**src/rtl/kc705_button_input.sv**
```systemverilog
// Debounce and event generation for the KC705 GPIO push buttons.
// Each channel has its own synchronizer, debounce FSM and long-press timer.
module kc705_button_input #(
  parameter int NUM_BTN           = 5,
  parameter int DEBOUNCE_CYCLES   = 1000000,
  parameter int LONG_PRESS_CYCLES = 200000000
) (
  input  logic               clk_200mhz,
  input  logic               rst_n,
  input  logic [NUM_BTN-1:0] btn_raw,
  output logic [NUM_BTN-1:0] btn_level,
  output logic [NUM_BTN-1:0] btn_press,
  output logic [NUM_BTN-1:0] btn_release,
  output logic [NUM_BTN-1:0] btn_long
);

  localparam int DEB_W  = $clog2(DEBOUNCE_CYCLES + 1);
  localparam int HOLD_W = $clog2(LONG_PRESS_CYCLES + 1);
  localparam logic [DEB_W-1:0]  DEB_LAST  = DEB_W'(DEBOUNCE_CYCLES - 1);
  localparam logic [HOLD_W-1:0] HOLD_LAST = HOLD_W'(LONG_PRESS_CYCLES - 1);

  typedef enum logic [1:0] {
    IDLE         = 2'd0,
    PRESS_WAIT   = 2'd1,
    PRESSED      = 2'd2,
    RELEASE_WAIT = 2'd3
  } state_t;

  logic [NUM_BTN-1:0] sync_meta;
  logic [NUM_BTN-1:0] sync;

  always_ff @(posedge clk_200mhz or negedge rst_n) begin
    if (!rst_n) begin
      sync_meta <= '0;
      sync      <= '0;
    end else begin
      sync_meta <= btn_raw;
      sync      <= sync_meta;
    end
  end

  genvar gi;
  generate
    for (gi = 0; gi < NUM_BTN; gi++) begin : g_ch
      state_t              state, state_next;
      logic [DEB_W-1:0]    deb_cnt, deb_cnt_next;
      logic [HOLD_W-1:0]   hold_cnt, hold_cnt_next;
      logic                long_done, long_done_next;
      logic                level_reg, level_next;
      logic                press_reg, press_next;
      logic                release_reg, release_next;
      logic                long_reg, long_next;

      always_ff @(posedge clk_200mhz or negedge rst_n) begin
        if (!rst_n) begin
          state       <= IDLE;
          deb_cnt     <= '0;
          hold_cnt    <= '0;
          long_done   <= 1'b0;
          level_reg   <= 1'b0;
          press_reg   <= 1'b0;
          release_reg <= 1'b0;
          long_reg    <= 1'b0;
        end else begin
          state       <= state_next;
          deb_cnt     <= deb_cnt_next;
          hold_cnt    <= hold_cnt_next;
          long_done   <= long_done_next;
          level_reg   <= level_next;
          press_reg   <= press_next;
          release_reg <= release_next;
          long_reg    <= long_next;
        end
      end

      always_comb begin
        state_next     = state;
        deb_cnt_next   = deb_cnt;
        hold_cnt_next  = hold_cnt;
        long_done_next = long_done;
        level_next     = level_reg;
        press_next     = 1'b0;
        release_next   = 1'b0;
        long_next      = 1'b0;

        // Hold time keeps running through release bounces; saturates once fired.
        if (state == PRESSED || state == RELEASE_WAIT) begin
          if (hold_cnt == HOLD_LAST) begin
            if (!long_done) begin
              long_next      = 1'b1;
              long_done_next = 1'b1;
            end
          end else begin
            hold_cnt_next = hold_cnt + HOLD_W'(1);
          end
        end

        case (state)
          IDLE: begin
            if (sync[gi]) begin
              state_next   = PRESS_WAIT;
              deb_cnt_next = '0;
            end
          end
          PRESS_WAIT: begin
            if (!sync[gi]) begin
              state_next = IDLE;
            end else if (deb_cnt == DEB_LAST) begin
              state_next     = PRESSED;
              level_next     = 1'b1;
              press_next     = 1'b1;
              hold_cnt_next  = '0;
              long_done_next = 1'b0;
            end else begin
              deb_cnt_next = deb_cnt + DEB_W'(1);
            end
          end
          PRESSED: begin
            if (!sync[gi]) begin
              state_next   = RELEASE_WAIT;
              deb_cnt_next = '0;
            end
          end
          RELEASE_WAIT: begin
            if (sync[gi]) begin
              state_next = PRESSED;
            end else if (deb_cnt == DEB_LAST) begin
              state_next   = IDLE;
              level_next   = 1'b0;
              release_next = 1'b1;
            end else begin
              deb_cnt_next = deb_cnt + DEB_W'(1);
            end
          end
          default: state_next = IDLE;
        endcase
      end

      assign btn_level[gi]   = level_reg;
      assign btn_press[gi]   = press_reg;
      assign btn_release[gi] = release_reg;
      assign btn_long[gi]    = long_reg;
    end
  endgenerate

endmodule

```
**config.mk**
```make
export PLATFORM = sky130hd
export DESIGN_NAME = kc705_button_input
export DESIGN_NICKNAME = d
export VERILOG_FILES = /design/src/rtl/kc705_button_input.sv
export SDC_FILE = /design/constraint.sdc
export NUM_CORES = 1
export LEC_CHECK = 0
export CAP_MARGIN = 20
export CORE_UTILIZATION = 50
export CTS_CLUSTER_DIAMETER = 40
export CTS_CLUSTER_SIZE = 25
export DETAILED_ROUTE_END_ITERATION = 16
export GPL_TIMING_DRIVEN = 0
export PLACE_DENSITY = 0.65
export SLEW_MARGIN = 40
export SYNTH_ARGS = -nofsm -noshare
export SYNTH_HDL_FRONTEND = slang
export SYNTH_SLANG_ARGS = --single-unit
```
**constraint.sdc**
```tcl
create_clock -name clk_200mhz -period 3.3 [get_ports clk_200mhz]
set_clock_uncertainty 0.15 [all_clocks]
set_input_delay 0.66 -clock clk_200mhz [delete_from_list [all_inputs] [get_ports clk_200mhz]]
set_output_delay 0.66 -clock clk_200mhz [all_outputs]
set_load 0.02 [all_outputs]
```
Word level (Yosys, flattened, before mapping). Cells that the tools add are included. Widths: inputs -> output; s select.

Flip-flop bits (word level): 285. Bits of input ports: 7. Output and inout port bits: 20. Logic and storage cells: 327.

$add $sub $neg: 10. Eq/ne operators: 65. Muxes and demuxes: 180. Reductions and logical operators: 30.

Operators with widths (number): $mux 28 (25); $mux 20 (25); $pmux 20 s4 (5); $add 28x1->28 const B (5); $eq 28x28->1 const B (5); $add 20x1->20 const B (5); $eq 20x20->1 const B (5); $mux 1 (85); $mux 2 (30); $ne 2x2->1 const B (25); $pmux 2 s4 (5); $reduce_and 4->1 (10); $reduce_and 5->1 (5); $eq 2x2->1 const B (10); $ne 3x2->1 const B (5); $ne 3x3->1 const B (5); $eq 2x1->1 const B (5); $logic_not 2->1 (5); $ne 2x1->1 const B (5); $pmux 1 s2 (5); $reduce_bool 2->1 (5); $logic_or 1x1->1 (5).

Longest topological paths before layout. Gate-level depths: netlist (run 1).

Depth after elaboration: 6. Mapped depth: 8. Depth with buffers taken out: 7.

Least setup slack after synthesis (run 1). Ideal clock, no wire load.

Kind: flip-flop to flip-flop. Start point: reg g_ch[0].deb_cnt[0]. End point: reg g_ch[0].deb_cnt[18]. Setup time: 0.119 ns. Arrival: 2.091 ns. Data required time: 3.031 ns. Slack: 0.940 ns. Stages on the path, launching flop included: 8. Buffers on the path: 1. Clock period less this slack: 2.360 ns. Path through: dfrtp_1 > ha_1 > or4b_2 > or2_2 > o211ai_4 > buf_6 > nor4_1 > o21a_1.

Word-level cells in the longest chain between the ends: 4. Elaborated cells between the ends (all ways): 6. Those cells by class: add/sub (1); eq/ne (1); mux (4).

Ends and longest elaborated chain: start, declared (line 46) `logic [DEB_W-1:0] deb_cnt, deb_cnt_next;`; start signal, assigned (line 66) `deb_cnt <= deb_cnt_next;`; $add 20x1->20 or $eq 20x20->1 (tied branches); $mux 20 (*) (line 108, 127); $mux 20 (on tied branches) (line 125, 106); $pmux 20 s4 (*) (line 98) `case (state)`.

Every way passes the cells marked *; elsewhere a longest branch is shown, timed or not. The select of a mux whose other input is x is not followed. A chain may end at the register's enable or synchronous reset.

Worst setup path after layout (run 1).
Start point: reg g_ch[0].deb_cnt[0]. End point: reg g_ch[0].hold_cnt[19].

Word-level cells in the longest chain between the ends: 4.

Ends and longest elaborated chain: $eq 20x20->1 (line 108) `end else if (deb_cnt == DEB_LAST) begin`; $mux 28 (line 108); $mux 28 (line 106) `if (!sync[gi]) begin`; $mux 28 (line 98); via g_ch[0].hold_cnt_next[19] (line 47) `logic [HOLD_W-1:0] hold_cnt, hold_cnt_next;`; end signal, assigned (line 67) `hold_cnt <= hold_cnt_next;`; end, declared (line 47).

The timed path passes the listed nets, and every way through them passes these cells.

==> impl_metrics.env, run 1 <==
export IMPL_cts_tree="built"
export IMPL_startpoint_type="register"
export IMPL_top_regs="g_ch.hold_cnt x140, g_ch.deb_cnt x100"
export IMPL_top_register="g_ch.hold_cnt"
export IMPL_coreArea_sq_mm=0.0289
export IMPL_clkLatencyLatePin_ns=0.57
export IMPL_antenna_found_initial=0
export IMPL_ys_dominant_reg_cell="dfrtp_1"
export IMPL_setup_violations=0
export IMPL_synth_cells=1571
export IMPL_avgSynthCellArea_sq_um=9.37
export IMPL_place_gp_congestion=0.800
export IMPL_dieArea_sq_mm=0.0301
export IMPL_hold_class="reg -> reg"
export IMPL_grt_overflow_total=0
export IMPL_grt_pass1_vias=11430
export IMPL_n_antenna_cell=0
export IMPL_cts_path_max_buffers=3
export IMPL_crit_fanout=10
export IMPL_slew_violations=0
export IMPL_post_drt_wl_per_cell_um=14.7
export IMPL_clock_sinks=285
export IMPL_grt_use_total_pct=21.0
export IMPL_critical_path_class="reg -> reg"
export IMPL_syn_nets=1588
export IMPL_largest_register_ffs=140
export IMPL_p_leak_nw=7.41
export IMPL_yosys_warnings=0
export IMPL_synth_cell_types=67
export IMPL_seq_area_frac_synth_pct=48.5
export IMPL_numCtsBuffers=47
export IMPL_grt_max_degree=70
export IMPL_postLayoutCellArea_sq_mm=0.0173
export IMPL_cts_resized=0
export IMPL_htree_levels=2
export IMPL_critPathCaptureType="register"
export IMPL_portBuffers=26
export IMPL_ir_drop_v=0.000378
export IMPL_rows=62
export IMPL_first_pass_iters=5
export IMPL_final_core_util_pct=59.9
export IMPL_fin_crit_sh_pct=86.4
export IMPL_hold_violations=0
export IMPL_synth_edff_count=0
export IMPL_io_pin_count=27
export IMPL_root_buffer="clkbuf_16"
export IMPL_fin_cells=2074
export IMPL_clk_pin_slew_worst_paths_ns=0.06
export IMPL_grt_pass1_wl_mm=54.1
export IMPL_placed_area_sq_mm=0.0156
export IMPL_postCtsSetupRepairBufs=0
export IMPL_arrival_ns=3.15
export IMPL_maxCapViolations=0
export IMPL_async_flop_share_pct=100
export IMPL_power_density_mw_per_mm2=511
export IMPL_dp_hpwl_mm=20.1
export IMPL_ys_ff_latch=285
export IMPL_num_fill_cells=2495
export IMPL_drive_gt1_share_pct=9.41
export IMPL_die_y_um=174
export IMPL_synth_area_sq_mm=0.0147
export IMPL_cp_required_ns=3.60
export IMPL_dp_cells=1985
export IMPL_slew_headroom_pct=50.8
export IMPL_routed_wl_mm=30.4
export IMPL_drt_iter0_drc=574
export IMPL_period_needed_ns=2.85
export IMPL_vias=11718
export IMPL_drc=0
export IMPL_fp_dieW_um=174
export IMPL_worstMarginPinSlew_ns=0.733
export IMPL_drt_vias_per_instance=5.65
export IMPL_final_antenna_net_count=0
export IMPL_fmax_mhz=351
export IMPL_start_util_pct=51.0
export IMPL_area_growth_pct=17.5
export IMPL_status="completed"
export IMPL_fin_nets=1668
export IMPL_rsz0062_at_grt="false"
-- cell usage after synthesis (28+ instances only) --
master / instances / area (sq um)
clkbuf_1: 50 / 188
a21oi_1: 51 / 255
nand2_1: 137 / 514
nor4_1: 40 / 250
xor2_1: 85 / 744
dfrtp_1: 285 / 7130
inv_1: 28 / 105
xnor2_1: 59 / 517
o21ai_0: 74 / 370
nor2_1: 194 / 728
or3_1: 28 / 175
nor3_1: 51 / 255
and3_1: 45 / 282
nand3_1: 110 / 551
nand4_1: 69 / 432
-- path summary, 6_finish.rpt --
check                                                from                        endpoint  slack (ns)  cells past startpoint
max                        g_ch[0].deb_cnt[0]$_DFFE_PN0P_  g_ch[0].hold_cnt[19]$_DFF_PN0_        0.45                      7
min                                sync_meta[4]$_DFF_PN0_               sync[4]$_DFF_PN0_        0.19                      0
max reg2reg                g_ch[0].deb_cnt[0]$_DFFE_PN0P_  g_ch[0].hold_cnt[19]$_DFF_PN0_        0.45                      7
min reg2reg                        sync_meta[4]$_DFF_PN0_               sync[4]$_DFF_PN0_        0.19                      0
max in group asynchronous                           rst_n  g_ch[4].hold_cnt[21]$_DFF_PN0_        1.16                      5
min in group asynchronous                           rst_n  g_ch[3].hold_cnt[22]$_DFF_PN0_        0.50                      2
-- critical path, cell delays in order, from the launching register on --
cell     delay [ns]
dfrtp_1        0.42
ha_1           0.25
or4b_2         0.62
nor3_1         0.49
and3_1         0.26
buf_2          0.22
buf_2          0.25
nor2_1         0.08
-- through the flow --
stage / hold slack [ns] / power [W] / setup TNS, ns / worst slack [ns]
floorplan: 0.181 / 0.00378 / 0 / 0.940
global placement: 0.188 / 0.00390 / -3164.10 / -11.14
detailed placement: 0.192 / 0.00392 / 0 / 0.500
CTS: 0.197 / 0.00899 / 0 / 0.468
global route: 0.201 / 0.00918 / 0 / 0.213
finish: 0.193 / 0.00883 / 0 / 0.448
-- layout by cell type, fill, tap and decap left out, drive strengths merged, types with 8 or more instances in the layout --
master / synthesis / layout
nor3: 52 / 52
a22o: 10 / 10
nand4: 69 / 69
and3: 45 / 45
dfrtp: 285 / 285
nor4b: 12 / 12
clkdlybuf4s50: 0 / 25
nand2: 137 / 137
and4: 27 / 27
nor2: 194 / 194
ha: 10 / 10
o211ai: 17 / 17
inv: 28 / 40
and2: 10 / 10
xnor2: 59 / 59
nand3: 110 / 110
buf: 32 / 37
xor2: 85 / 85
nor4: 43 / 43
or3: 34 / 34
a21oi: 51 / 51
o21ai: 75 / 75
clkinv: 3 / 16
mux2i: 22 / 22
clkbuf: 50 / 102
or2: 8 / 8
or4: 15 / 15
-- cells by family (layout without fill, tap and decap cells) --
group           Yosys count  in the layout  synth area share, %
fa+ha+maj                10             10                0.850
buf+inv                 113            232                 3.53
compound gates          200            200                 8.53
flops                   285            285                 48.5
simple gates            791            791                 28.1
mux                      28             28                 1.96
xor+xnor                144            144                 8.57
-- repair_timing --
action                                  in CTS  in global routing
endpoints found under the setup margin       0                  0
hold buffers                                 1                  0
hold endpoints to repair                    58                  0
-- layout make-up --
cell class | instances | area (sq um) | area share, %
tap | 384 | 480 | 2.78
clock buffer | 52 | 1230 | 7.09
clock inverter | 36 | 414 | 2.39
buffer | 82 | 403 | 2.33
multi-input combinational | 1173 | 7140 | 41.3
sequential | 285 | 7130 | 41.2
timing repair buffer | 31 | 385 | 2.23
inverter | 31 | 116 | 0.673
-- metal layers --
metal	share of wire [%]	global-route usage, %	up-vias
li1	-	-	5822
met1	48	29.2	5697
met2	47	34.0	154
met3	3.3	3.57	45
met4	1.7	5.90	0
met5	0	0	-
-- power by group --
group / internal, W / switching (W)
clock: 0.00309 / 0.00189
combinational: 0.0000837 / 0.000163
sequential: 0.00355 / 0.0000628
total: 0.00672 / 0.00212
No activity file was read; power rests on OpenSTA's default activity.
==> run 2, diff against run 1 <==
- ABC_CLOCK_PERIOD_IN_PS: default -> 3300
==> results of run 2 <==
The final DEF is identical to that of run 1; final timing and power are the same.
